$ cat src/rtl/nec_ir_pkg.sv
// nec_ir_pkg: shared state encoding, NEC unit counts and default timing derivations
package nec_ir_pkg;
  typedef enum logic [3:0] {
    IDLE       = 4'd0,
    LEAD_MARK  = 4'd1,
    LEAD_SPACE = 4'd2,
    BIT_MARK   = 4'd3,
    BIT_SPACE  = 4'd4,
    STOP_MARK  = 4'd5,
    GAP        = 4'd6,
    REP_MARK   = 4'd7,
    REP_SPACE  = 4'd8,
    REP_STOP   = 4'd9
  } state_t;
  localparam int LEAD_MARK_U  = 16;
  localparam int LEAD_SPACE_U = 8;
  localparam int BIT_MARK_U   = 1;
  localparam int ZERO_SPACE_U = 1;
  localparam int ONE_SPACE_U  = 3;
  localparam int REP_SPACE_U  = 4;
  localparam int STOP_U       = 1;
  localparam int CLK_HZ       = 50_000_000;
  localparam int CARRIER_HZ   = 38_000;
  localparam int DEF_UNIT_CYCLES = CLK_HZ / 1_000_000 * 5625 / 10;
  localparam int DEF_CARR_PERIOD = (CLK_HZ + CARRIER_HZ / 2) / CARRIER_HZ;
  localparam int DEF_CARR_HIGH   = (DEF_CARR_PERIOD + 2) / 3;
  localparam int DEF_FRAME_UNITS = 196;
  function automatic logic is_mark(state_t s);
    return s inside {LEAD_MARK, BIT_MARK, STOP_MARK, REP_MARK, REP_STOP};
  endfunction
endpackage

$ cat src/rtl/nec_ir_transmitter_carrier.sv
// nec_carrier_gen: wrapping carrier phase counter with synchronous restart
module nec_carrier_gen #(
  parameter int CARR_PERIOD = 1316,
  parameter int CARR_HIGH   = 439
) (
  input  logic clk,
  input  logic rst_n,
  input  logic restart,
  output logic carrier
);
  localparam int PW = CARR_PERIOD > 1 ? $clog2(CARR_PERIOD) : 1;
  logic [PW-1:0] phase, phase_nxt;
  assign phase_nxt = (restart || phase == PW'(CARR_PERIOD - 1)) ? '0 : phase + PW'(1);
  // carrier for the coming cycle, so the caller can register it together with the envelope
  assign carrier = phase_nxt < PW'(CARR_HIGH);
  always_ff @(posedge clk) begin
    if (!rst_n) phase <= '0;
    else phase <= phase_nxt;
  end
endmodule

$ cat src/rtl/nec_ir_transmitter.sv
// nec_ir_transmitter: NEC frame and repeat-code serialiser gated by a 38 kHz carrier
module nec_ir_transmitter
  import nec_ir_pkg::*;
#(
  parameter int UNIT_CYCLES = DEF_UNIT_CYCLES,
  parameter int CARR_PERIOD = DEF_CARR_PERIOD,
  parameter int CARR_HIGH   = DEF_CARR_HIGH,
  parameter int FRAME_UNITS = DEF_FRAME_UNITS
) (
  input  logic        clk,
  input  logic        rst_n,
  input  logic        send,
  input  logic [15:0] addr,
  input  logic        ext_addr,
  input  logic [7:0]  cmd,
  input  logic        hold,
  output logic        busy,
  output logic        done,
  output logic        env,
  output logic        ir_out,
  output logic [3:0]  tx_state
);
  localparam int UW = UNIT_CYCLES > 1 ? $clog2(UNIT_CYCLES) : 1;
  localparam int FW = $clog2(FRAME_UNITS + 1);
  localparam logic [UW-1:0] U_LAST = UW'(UNIT_CYCLES - 1);
  localparam logic [FW-1:0] F_END  = FW'(FRAME_UNITS);
  localparam logic [FW-1:0] F_LAST = FW'(FRAME_UNITS - 1);
  state_t state, state_nxt;
  logic [31:0] word;
  logic [UW-1:0] unit_cnt, unit_cnt_nxt;
  logic [4:0] st_units, st_units_nxt, need, bit_idx;
  logic [FW-1:0] frame_cnt;
  logic unit_tick, last, gap_end, env_nxt, restart, carrier, done_nxt;
  assign tx_state = state;
  assign unit_tick = unit_cnt == U_LAST;
  assign need = (state == LEAD_MARK || state == REP_MARK) ? 5'(LEAD_MARK_U)
              : state == LEAD_SPACE ? 5'(LEAD_SPACE_U)
              : state == BIT_MARK ? 5'(BIT_MARK_U)
              : state == BIT_SPACE ? (word[bit_idx] ? 5'(ONE_SPACE_U) : 5'(ZERO_SPACE_U))
              : state == REP_SPACE ? 5'(REP_SPACE_U) : 5'(STOP_U);
  assign last = unit_tick && st_units == need - 5'd1;
  // a frame that already overran the spacing still spends one cycle in GAP
  assign gap_end = frame_cnt == F_END || (unit_tick && frame_cnt == F_LAST);
  always_comb begin
    state_nxt = state;
    case (state)
      IDLE:       state_nxt = send ? LEAD_MARK : IDLE;
      LEAD_MARK:  state_nxt = last ? LEAD_SPACE : state;
      LEAD_SPACE: state_nxt = last ? BIT_MARK : state;
      BIT_MARK:   state_nxt = last ? BIT_SPACE : state;
      BIT_SPACE:  state_nxt = !last ? state : bit_idx == 5'd31 ? STOP_MARK : BIT_MARK;
      STOP_MARK:  state_nxt = last ? GAP : state;
      GAP:        state_nxt = !gap_end ? state : hold ? REP_MARK : IDLE;
      REP_MARK:   state_nxt = last ? REP_SPACE : state;
      REP_SPACE:  state_nxt = last ? REP_STOP : state;
      REP_STOP:   state_nxt = last ? GAP : state;
      default:    state_nxt = IDLE;
    endcase
    unit_cnt_nxt = (state_nxt != state || unit_tick) ? '0 : unit_cnt + UW'(1);
    st_units_nxt = state_nxt != state ? '0 : st_units + 5'(unit_tick);
  end
  assign env_nxt = is_mark(state_nxt);
  assign restart = env_nxt && !env;
  assign done_nxt = (state_nxt == STOP_MARK || state_nxt == REP_STOP) &&
                    unit_cnt_nxt == U_LAST && st_units_nxt == 5'(STOP_U - 1);
  nec_carrier_gen #(.CARR_PERIOD(CARR_PERIOD), .CARR_HIGH(CARR_HIGH)) u_carrier (
    .clk(clk), .rst_n(rst_n), .restart(restart), .carrier(carrier)
  );
  always_ff @(posedge clk) begin
    if (!rst_n) begin
      state <= IDLE;
      unit_cnt <= '0;
      st_units <= '0;
      bit_idx <= '0;
      frame_cnt <= '0;
      word <= '0;
      busy <= 1'b0;
      done <= 1'b0;
      env <= 1'b0;
      ir_out <= 1'b0;
    end else begin
      state <= state_nxt;
      unit_cnt <= unit_cnt_nxt;
      st_units <= st_units_nxt;
      busy <= state_nxt != IDLE;
      done <= done_nxt;
      env <= env_nxt;
      ir_out <= env_nxt && carrier;
      if (state == IDLE && send) begin
        word <= {~cmd, cmd, ext_addr ? addr[15:8] : ~addr[7:0], addr[7:0]};
        bit_idx <= '0;
      end else if (state == BIT_SPACE && last) bit_idx <= bit_idx + 5'd1;
      if (state_nxt != state && (state_nxt == LEAD_MARK || state_nxt == REP_MARK)) frame_cnt <= '0;
      else if (unit_tick && frame_cnt != F_END) frame_cnt <= frame_cnt + FW'(1);
    end
  end
endmodule

$ cat config.mk
export PLATFORM = sky130hd
export DESIGN_NAME = nec_ir_transmitter
export DESIGN_NICKNAME = d
export VERILOG_FILES = /design/src/rtl/nec_ir_pkg.sv /design/src/rtl/nec_ir_transmitter_carrier.sv /design/src/rtl/nec_ir_transmitter.sv
export SDC_FILE = /design/constraint.sdc
export NUM_CORES = 1
export LEC_CHECK = 0
export ABC_AREA = 0
export CAP_MARGIN = 20
export CORE_MARGIN = 3
export CORE_UTILIZATION = 45
export CTS_BUF_LIST = sky130_fd_sc_hd__clkbuf_4 sky130_fd_sc_hd__clkbuf_8 sky130_fd_sc_hd__clkbuf_16
export DETAILED_ROUTE_END_ITERATION = 6
export SYNTH_ARGS = -nofsm -noshare
export SYNTH_HDL_FRONTEND = slang
export SYNTH_SLANG_ARGS = --single-unit
$ cat constraint.sdc
create_clock -name clk -period 6.9 [get_ports clk]
set_input_delay 0.69 -clock clk [delete_from_list [all_inputs] [get_ports clk]]
set_output_delay 0.69 -clock clk [all_outputs]
set_load 0.05 [all_outputs]
# Yosys cells after proc, flatten, opt, wreduce, memory -nomap -nowiden
# Index checks and enable logic that the tools add are counted.
[word_totals] regBits=84 input_bits=29 out_inout_bits=8 elab_cells=93
[classes] bitwise=3 eq_ne=23 n_lt_le_gt_ge=2 n_reduce_logical=24 n_addsub=6 n_mux=24
[ops] operator="$mux 4" count=9
[ops] operator="$pmux 4 s9" count=1
[ops] operator="$eq 15x15->1 const B" count=2
[ops] operator="$eq 4x3->1 const B" count=6
[ops] operator="$eq 8x8->1 const B" count=2
[ops] operator="$not 8->8" count=2
[ops] operator="$add 15x1->15 const B" count=1
[ops] operator="$mux 15" count=1
[ops] operator="$mux 3" count=5
[ops] operator="$eq 4x2->1 const B" count=3
[ops] operator="$eq 4x4->1 const B" count=3
[ops] operator="$add 11x1->11 const B" count=1
[ops] operator="$eq 11x11->1 const B" count=1
[ops] operator="$lt 11x9->1 const B" count=1
[ops] operator="$mux 11" count=1
[ops] operator="$logic_and 1x1->1" count=10
[ops] operator="$mux 5" count=2
[ops] operator="$add 8x1->8 const B" count=1
[ops] operator="$eq 4x1->1 const B" count=2
[ops] operator="$mux 8" count=1
[ops] operator="$ne 8x8->1 const B" count=1
[ops] operator="$logic_or 1x1->1" count=6
[ops] operator="$lt 5x6->1 const B" count=1
[ops] operator="$reduce_or 2->1" count=3
[ops] operator="other kinds (15)" count=16

# Logic depth before layout (Yosys ltp)
# Gate-level depths: netlist of the first run.
[logic_depth] word_depth=19 ltp_mapped=18 depth_no_buf=15

# Cells and area by module
# From an unflattened synthesis of the first run, not the netlist that was laid out.
[hier_totals] cells_unflattened=551 hier_area_um2=4600.7
[modules_own_cells] mod="nec_ir_transmitter" instances=1 area_per_inst_um2=3907.5 seq_area_each_um2=1461.4 cells_per_inst=476
[modules_own_cells] mod="nec_carrier_gen" instances=1 area_per_inst_um2=693.2 seq_area_each_um2=220.2 cells_per_inst=75

# Worst setup path after synthesis of the first run
# Ideal clock, no wire load.
[synth_timing] path_type="register to register" from="register bit_idx[0]" to="register done" setup_slack_ps=3081 setup_ps=118 synth_period_minus_slack_ps=3819 stages_incl_launch_ff=18 t_arrival_ps=3701 t_required_ps=6782 n_path_buf=2 cell_sequence="dfxtp_1 clkbuf_1 buf_1 mux2i_1 o221ai_1 nand2_1 nand2_1 o221ai_1 o21ai_0 nand2_1 ha_1 xnor2_1 a2111o_1 a211oi_2 o221ai_1 or3_1 o211a_1 o2111a_1"
[synth_via] elab_chain_cells=18 word_cells_on_any_way=31 cone_classes="1 x add/sub; 6 x eq/ne; 18 x mux; 6 x reduce/logical"
[synth_lines] element="from (decl)" line="nec_ir_transmitter.sv:31" text="logic [4:0] st_units, st_units_nxt, need, bit_idx;"
[synth_lines] element="from (signal assigned)" line="nec_ir_transmitter.sv:92" text="end else if (state == BIT_SPACE && last) bit_idx <= bit_idx + 5'd1;"
[synth_lines] element="$bmux 1 s5" line="nec_ir_transmitter.sv:39" text=": state == BIT_SPACE ? (word[bit_idx] ? 5'(ONE_SPACE_U) : 5'(ZERO_SPACE_U))"
[synth_lines] element="$mux 1 (implied by the code)" line="nec_ir_transmitter.sv:39"
[synth_lines] element="$mux 2" line="nec_ir_transmitter.sv:39"
[synth_lines] element="$mux 3" line="nec_ir_transmitter.sv:39"
[synth_lines] element="$mux 3" line="nec_ir_transmitter.sv:38" text=": state == BIT_MARK ? 5'(BIT_MARK_U)"
[synth_lines] element="$mux 4" line="nec_ir_transmitter.sv:37" text=": state == LEAD_SPACE ? 5'(LEAD_SPACE_U)"
[synth_lines] element="$mux 5" line="nec_ir_transmitter.sv:36" text="assign need = (state == LEAD_MARK || state == REP_MARK) ? 5'(LEAD_MARK_U)"
[synth_lines] element="$sub 5x1->5" line="nec_ir_transmitter.sv:41" text="assign last = unit_tick && st_units == need - 5'd1;"
[synth_lines] element="[2 not listed]"
[synth_lines] element="$mux 4 (tied with other cells)" line="nec_ir_transmitter.sv:52, nec_ir_transmitter.sv:56"
[synth_lines] element="$pmux 4 s9 (*)" line="nec_ir_transmitter.sv:46" text="case (state)"
[synth_lines] element="$ne 4x4->1" line="nec_ir_transmitter.sv:59, nec_ir_transmitter.sv:60"
[synth_lines] element="$logic_or 1x1->1" line="nec_ir_transmitter.sv:59" text="unit_cnt_nxt = (state_nxt != state || unit_tick) ? '0 : unit_cnt + UW'(1);"
[synth_lines] element="$mux 15" line="nec_ir_transmitter.sv:59"
[synth_lines] element="$eq 15x15->1" line="nec_ir_transmitter.sv:65" text="unit_cnt_nxt == U_LAST && st_units_nxt == 5'(STOP_U - 1);"
[synth_lines] element="$logic_and 1x1->1" line="nec_ir_transmitter.sv:64" text="assign done_nxt = (state_nxt == STOP_MARK || state_nxt == REP_STOP) &&"
[synth_lines] element="$logic_and 1x1->1 (*)" line="nec_ir_transmitter.sv:65"
[synth_lines] element="to (signal assigned)" line="nec_ir_transmitter.sv:86" text="done <= done_nxt;"
[synth_lines] element="to (decl)" line="nec_ir_transmitter.sv:18" text="output logic done,"
# Mark *: on every way between the ends. The rest lies on a longest branch, timed or not. The select of a mux whose other input is x is not followed.
# A chain may end at the register's enable or synchronous reset.

# Worst setup path in the final report of the first run
[layout_timing] from="register bit_idx[0]" to="register u_carrier.phase[0]"
[layout_via] elab_chain_cells=17 word_cells_on_any_way=29 cone_classes="1 x add/sub; 7 x eq/ne; 17 x mux; 4 x reduce/logical"
[layout_lines] element="$bmux 1 s5" line="nec_ir_transmitter.sv:39"
[layout_lines] element="$mux 1 (implied by the code)" line="nec_ir_transmitter.sv:39"
[layout_lines] element="$mux 2" line="nec_ir_transmitter.sv:39"
[layout_lines] element="$mux 3" line="nec_ir_transmitter.sv:39"
[layout_lines] element="$mux 3" line="nec_ir_transmitter.sv:38"
[layout_lines] element="$mux 4" line="nec_ir_transmitter.sv:37"
[layout_lines] element="$mux 5" line="nec_ir_transmitter.sv:36"
[layout_lines] element="$sub 5x1->5" line="nec_ir_transmitter.sv:41"
[layout_lines] element="$eq 5x5->1" line="nec_ir_transmitter.sv:41"
[layout_lines] element="$logic_and 1x1->1" line="nec_ir_transmitter.sv:41"
[layout_lines] element="$mux 4 (tied with other cells)" line="nec_ir_transmitter.sv:52, nec_ir_transmitter.sv:56"
[layout_lines] element="$pmux 4 s9 (*)" line="nec_ir_transmitter.sv:46"
[layout_lines] element="$eq 4x1->1 (tied with other cells)" line="nec_ir_pkg.sv:29" text="return s inside {LEAD_MARK, BIT_MARK, STOP_MARK, REP_MARK, REP_STOP};"
[layout_lines] element="$reduce_bool 5->1 (*)" line="nec_ir_pkg.sv:29"
[layout_lines] element="$logic_and 1x1->1 (*)" line="nec_ir_transmitter.sv:63" text="assign restart = env_nxt && !env;"
[layout_lines] element="$logic_or 1x1->1 (*)" line="nec_ir_transmitter_carrier.sv:13" text="assign phase_nxt = (restart || phase == PW'(CARR_PERIOD - 1)) ? '0 : phase + PW'(1);"
[layout_lines] element="$mux 11 (*)" line="nec_ir_transmitter_carrier.sv:13"
[layout_lines] element="to (signal assigned)" line="nec_ir_transmitter_carrier.sv:18" text="else phase <= phase_nxt;"
[layout_lines] element="to (decl)" line="nec_ir_transmitter_carrier.sv:12" text="logic [PW-1:0] phase, phase_nxt;"
# Marked as above.

==> results of run 1 <==
sequential cells by signal (all words and copies together), names as in the netlist:
signal / cells
bit_idx: 5
busy: 1
done: 1
env: 1
frame_cnt: 8
ir_out: 1
st_units: 5
tx_state: 4
u_carrier.phase: 11
unit_cnt: 15
word: 32
Yosys cell counts, drive strengths merged (11+ instances only):
library cell   n
a21oi         17
nand4         11
dfxtp         84
buf           14
o21ai         21
inv           21
xnor2         22
nand3         22
nand2         80
a21boi        17
and2          13
nor2          49
clkbuf        20
xor2          20
metal layers:
| layer | part of all wire, % | wire [µm] |
|---|---|---|
| met5 | 0 | 0 |
| met4 | 1.7 | 174 |
| met3 | 2.4 | 242 |
| met2 | 46 | 4690 |
| met1 | 50 | 5050 |
final cells by class:
class | instances | area, µm²
clock buffer | 11 | 145
sequential | 84 | 1680
tap | 133 | 166
inverter | 22 | 82.6
fill | 975 | 4690
multi-input combinational | 419 | 2780
clock inverter | 5 | 61.3
timing repair buffer | 39 | 390
worst max-delay path by stage:
stage          startpoint                  to  slack, ps  cells after the start
2_1_floorplan  bit_idx[0]                done       3080                     17
3_3_place_gp   bit_idx[0]  u_carrier.phase[0]       2680                     14
3_5_place_dp   bit_idx[0]  u_carrier.phase[0]       2520                     14
4_1_cts        bit_idx[0]  u_carrier.phase[0]       2510                     14
5_1_grt        bit_idx[0]  u_carrier.phase[9]       2200                     15
6_report       bit_idx[0]  u_carrier.phase[0]       2560                     14
logic make-up (layout without fill, tap and decap cells):
family,Yosys count,after routing,synth area share (%)
simple gates,234,234,25.4
compound gates,119,119,18.8
flops,84,84,35.6
buf+inv,56,77,5.46
xor+xnor,42,42,7.96
mux,14,14,4.03
fa+ha+maj,10,10,2.65
report_power, final:
group	leakage (nW)	switching (mW)	internal (mW)	total, mW
registers	0.684	0.0142	0.502	0.516
clock network	0.0952	0.177	0.182	0.359
logic	1.14	0.0589	0.0514	0.110
worst min-delay path: cells and delay by family, from the launching register on:
kind               cells  cell delay [ps]
DFF                    1              320
and+or+nand+nor        1               40
AOI/OAI and AO/OA      1               60
stage by stage:
stage	area (µm²)	std cells
finish	5310	713
global route	5310	713
CTS	5290	712
detailed placement	5080	696
global placement	5080	696
floorplan	4720	559
==> run summary, run 1 <==
Max H-tree Level = 3
GPL Wtd Cong = 0.842
Io pins = 37
Sequential share of the synthesized area = 35.6%
Clock latency on the worst-skew pair = 360 ps
Pin count of the biggest net entering global routing = 50
# resized after CTS = 0
Hold WS = 465 ps
Final setup vio count = 0
Rel. slew slack = 46.8%
Die height = 108 µm
Tcrit/Tclk final = 63.0%
Final design utilization = 53.1%
Critical path's slowest cell = dfxtp_1
DR iter-0 viols = 137
DR WL/cell = 14.2 µm
Post-Synthesis Mean Instance Area = 8.44 µm²
GR Layer Usage met1 = 25.3%
Initial antenna violation count = 0
Routed Antenna Nets = 0
Status = completed
Count of different cell masters after synthesis = 74
Global route hottest layer = met2
Fmax = 0.230 GHz
Synth area leader = dfxtp_1
Leakage power = 1.92 nW
Post-Synthesis Cell Area = 0.00472 mm²
Cell family with most CP delay = compound AO/OA/AOI/OAI gates
CTS Hold Buffers Added = 0
Max-slew violations = 0
Layout cells sized above 1 = 7.59%
Synth top area share = 35.6%
Most common cell after layout, fill and taps aside = dfxtp_1
Drt via density = 5.45
Global-route wire length before repair = 17.5 mm
Gate Count Post-Synth = 559
M3 GR Usage = 2.81%
Area grow syn2layout = 12.5%
Setup CP Type = register to register
Clock-pin transition on the worst setup and hold timing paths = 90 ps
Final setup TNS = 0 ps
Critical Path Sink Type = register
First-pass iteration count of the detailed router = 4
Cell count of the worst reg-to-reg path = 14
Crit-path max cell delay = 850 ps
Vias in the first global route = 3690
CP Launch Type = register
Die Span X = 108 µm
N_diodes = 0
Setup Skew = 12.2 ps
Die area = 0.0117 mm²
Global route overflow = 0
Async SR Flop Fraction = 0%
Syn. warnings = 0
Bufs and invs on worst path = 0
Clock Tree Buf Depth = 2
EDFF count, synth = 0
Initial core utilization = 47.2%
Row cnt = 36
Crit path cell chain = mux4_2 -> o22ai_1 -> a21oi_1 -> nand2_1 -> o21ai_0 -> nand2_1 -> ha_1 -> xnor2_1 -> a2111o_1 -> a211oi_2 -> o221a_4 -> a31oi_2 -> a211oi_2 -> nor4bb_1
WHS Endpoint = word[4]
Unrepaired setup endpoints after global routing = no
Setup ws final = 2560 ps
Peak VDD IR = 0.000103 V
Root Driver = clkbuf_8
Core area = 0.0100 mm²
Pwr Total = 985 µW
CTS sink cnt = 84
Post-layout nets = 614
Crit path arrival time = 4560 ps
Num CTS Buffers = 9
Max-cap violations = 0
R2R Setup Slk = 2560 ps
Routed WL = 10.2 mm
Synth area leaders = dfxtp_1, nand2_1, nor2_1
Commonest non-fill, non-tap cells in the layout = dfxtp_1, nand2_1, nor2_1
Met2 Usage GRT = 28.9%
RR Endpoint = u_carrier.phase[0]
Hold_sp = word[4]
CTS tree = done
Hold Path Stages = 2
Tot GR Track Use = 18.3%
Post-DP HPWL = 7.39 mm
Worst path required time = 7120 ps
Worst Hold Class = register to register
Pwr dens = 186 mW/mm²
Reg2Reg Launch Point = bit_idx[0]
Routed vias = 3884
Final min period = 4340 ps
Syn_nets = 598
Actual slew at the worst max-slew pin = 797 ps
Worst Path Max Fanout = 15
# DRC = 0
Final-report hold violation count = 0
Post-synthesis register bit count = 84
Post-CTS setup buffers = 0
Port Buffers = 36
Pre-CTS setup slack = 2520 ps
Top FF cell, synth = dfxtp_1
Note: power is estimated with default switching activity, not from simulation.
==> run 2: changes to the inputs <==
Clock period 6.9 ns to 4.5 ns, I/O delays scaled along.
==> run summary, run 2 (same netlist as run 1, synthesis figures left out) <==
Status = completed (unchanged)
GPL Wtd Cong = 0.814 (was 0.842)
CTS tree = done (unchanged)
Layout cells sized above 1 = 8.06% (was 7.59%)
Routed WL = 10.3 mm (was 10.2 mm)
Vias in the first global route = 3775 (was 3690)
Max-slew violations = 0 (unchanged)
Worst Path Max Fanout = 13 (was 15)
DR iter-0 viols = 187 (was 137)
Setup Skew = 11.2 ps (was 12.2 ps)
Post-layout nets = 617 (was 614)
Row cnt = 36 (unchanged)
Max H-tree Level = 3 (unchanged)
Leakage power = 1.96 nW (was 1.92 nW)
Initial antenna violation count = 0 (unchanged)
Global-route wire length before repair = 17.7 mm (was 17.5 mm)
Rel. slew slack = 53.3% (was 46.8%)
Post-DP HPWL = 7.42 mm (was 7.39 mm)
First-pass iteration count of the detailed router = 4 (unchanged)
Placed instance count = 700 (was 696)
Crit path arrival time = 3880 ps (was 4560 ps)
Core area = 0.0100 mm² (unchanged)
Final design utilization = 53.4% (was 53.1%)
Root Driver = clkbuf_8 (unchanged)
Drt via density = 5.51 (was 5.45)
Clock Tree Buf Depth = 2 (unchanged)
Pwr dens = 295 mW/mm² (was 186 mW/mm²)
# resized after CTS = 0 (unchanged)
Die height = 108 µm (unchanged)
Most common cell after layout, fill and taps aside = dfxtp_1 (unchanged)
Num CTS Buffers = 9 (unchanged)
Critical Path Sink Type = register (unchanged)
Die area = 0.0117 mm² (unchanged)
Biggest regs = word (32), unit_cnt (15), u_carrier.phase (11) (unchanged)
Pin count of the biggest net entering global routing = 50 (unchanged)
Worst path required time = 4770 ps (was 7120 ps)
# DRC = 0 (unchanged)
Setup ws final = 892 ps (was 2560 ps)
Pwr Total = 1.57 mW (was 985 µW)
Routed Antenna Nets = 0 (unchanged)
Die Span X = 108 µm (unchanged)
Io pins = 37 (unchanged)
Largest register FFs = 32 (unchanged)
Tot GR Track Use = 18.7% (was 18.3%)
Fmax = 0.277 GHz (was 0.230 GHz)
Worst Hold Class = register to register (unchanged)
CTS Hold Buffers Added = 0 (unchanged)
Actual slew at the worst max-slew pin = 699 ps (was 797 ps)
Clock-pin transition on the worst setup and hold timing paths = 90 ps (about the same)
Tcrit/Tclk final = 80.2% (was 63.0%)
Final min period = 3610 ps (was 4340 ps)
CP Launch Type = register (unchanged)
Max-cap violations = 0 (unchanged)
Initial core utilization = 47.2% (unchanged)
Post-CTS setup buffers = 0 (unchanged)
Most flops, register = word (unchanged)
Commonest non-fill, non-tap cells in the layout = dfxtp_1, nand2_1, nor2_1 (unchanged)
N_diodes = 0 (unchanged)
Pre-CTS setup slack = 869 ps (was 2520 ps)
Port Buffers = 36 (unchanged)
Peak VDD IR = 0.000203 V (was 0.000103 V)
Setup CP Type = register to register (unchanged)
CTS sink cnt = 84 (unchanged)
Final-report hold violation count = 0 (unchanged)
DR WL/cell = 14.4 µm (was 14.2 µm)
Clock latency on the worst-skew pair = 380 ps (was 360 ps)
Final setup vio count = 0 (unchanged)
Global route overflow = 0 (unchanged)
Routed vias = 3942 (was 3884)
Unrepaired setup endpoints after global routing = no (unchanged)
Post-Layout Cell Count = 716 (was 713)
Final setup TNS = 0 ps (unchanged)
Area grow syn2layout = 13.2% (was 12.5%)
## run 2: worst max-delay path, stage by stage, from the launching register on
cell	delay (ps)
dfxtp_1	400
buf_4	260
mux4_2	520
o221ai_1	180
o21ai_0	100
nand2_1	90
ha_1	230
xnor2_1	130
a2111o_1	390
a211oi_2	230
o221ai_1	180
or3_1	410
o211a_1	150
o2111a_1	230
## run 2: layer usage
metal  track usage, %  up-vias  wire length, µm
li1                 -     2023                -
met1             23.8     1850             4900
met2             30.9       60             4920
met3             5.67        9              397
met4             4.87        0               91
met5                0        -                0
## run 2: where the power goes
part           leakage (nW)  total (mW)  switching (mW)  internal (mW)
clock                 0.116       0.612           0.285          0.328
combinational          1.16       0.169          0.0896         0.0792
sequential            0.684       0.793          0.0229          0.770
## run 2: path summary, 6_finish.rpt
check | start | to | slack (ps) | depth (start not counted)
setup / recovery | bit_idx[0] | done | 890 | 13
hold reg to reg | word[1] | word[1] | 470 | 2
setup reg to reg | bit_idx[0] | done | 890 | 13
hold / removal | word[1] | word[1] | 470 | 2
## run 2: area by class of cell
class	count	area [µm²]
clock inverters	6	87.6
multi-input cells	419	2780
well taps	133	166
repair buffers	42	405
clock buffers	10	138
inverters	22	82.6
flip-flops and latches	84	1680
fillers	984	4660
## run 2: per-stage QoR
step | instance area [µm²] | hold slack (ps)
2_1_floorplan | 4720 | 440
3_3_place_gp | 5110 | 456
3_5_place_dp | 5110 | 463
4_1_cts | 5340 | 476
5_1_grt | 5340 | 490
6_report | 5340 | 472
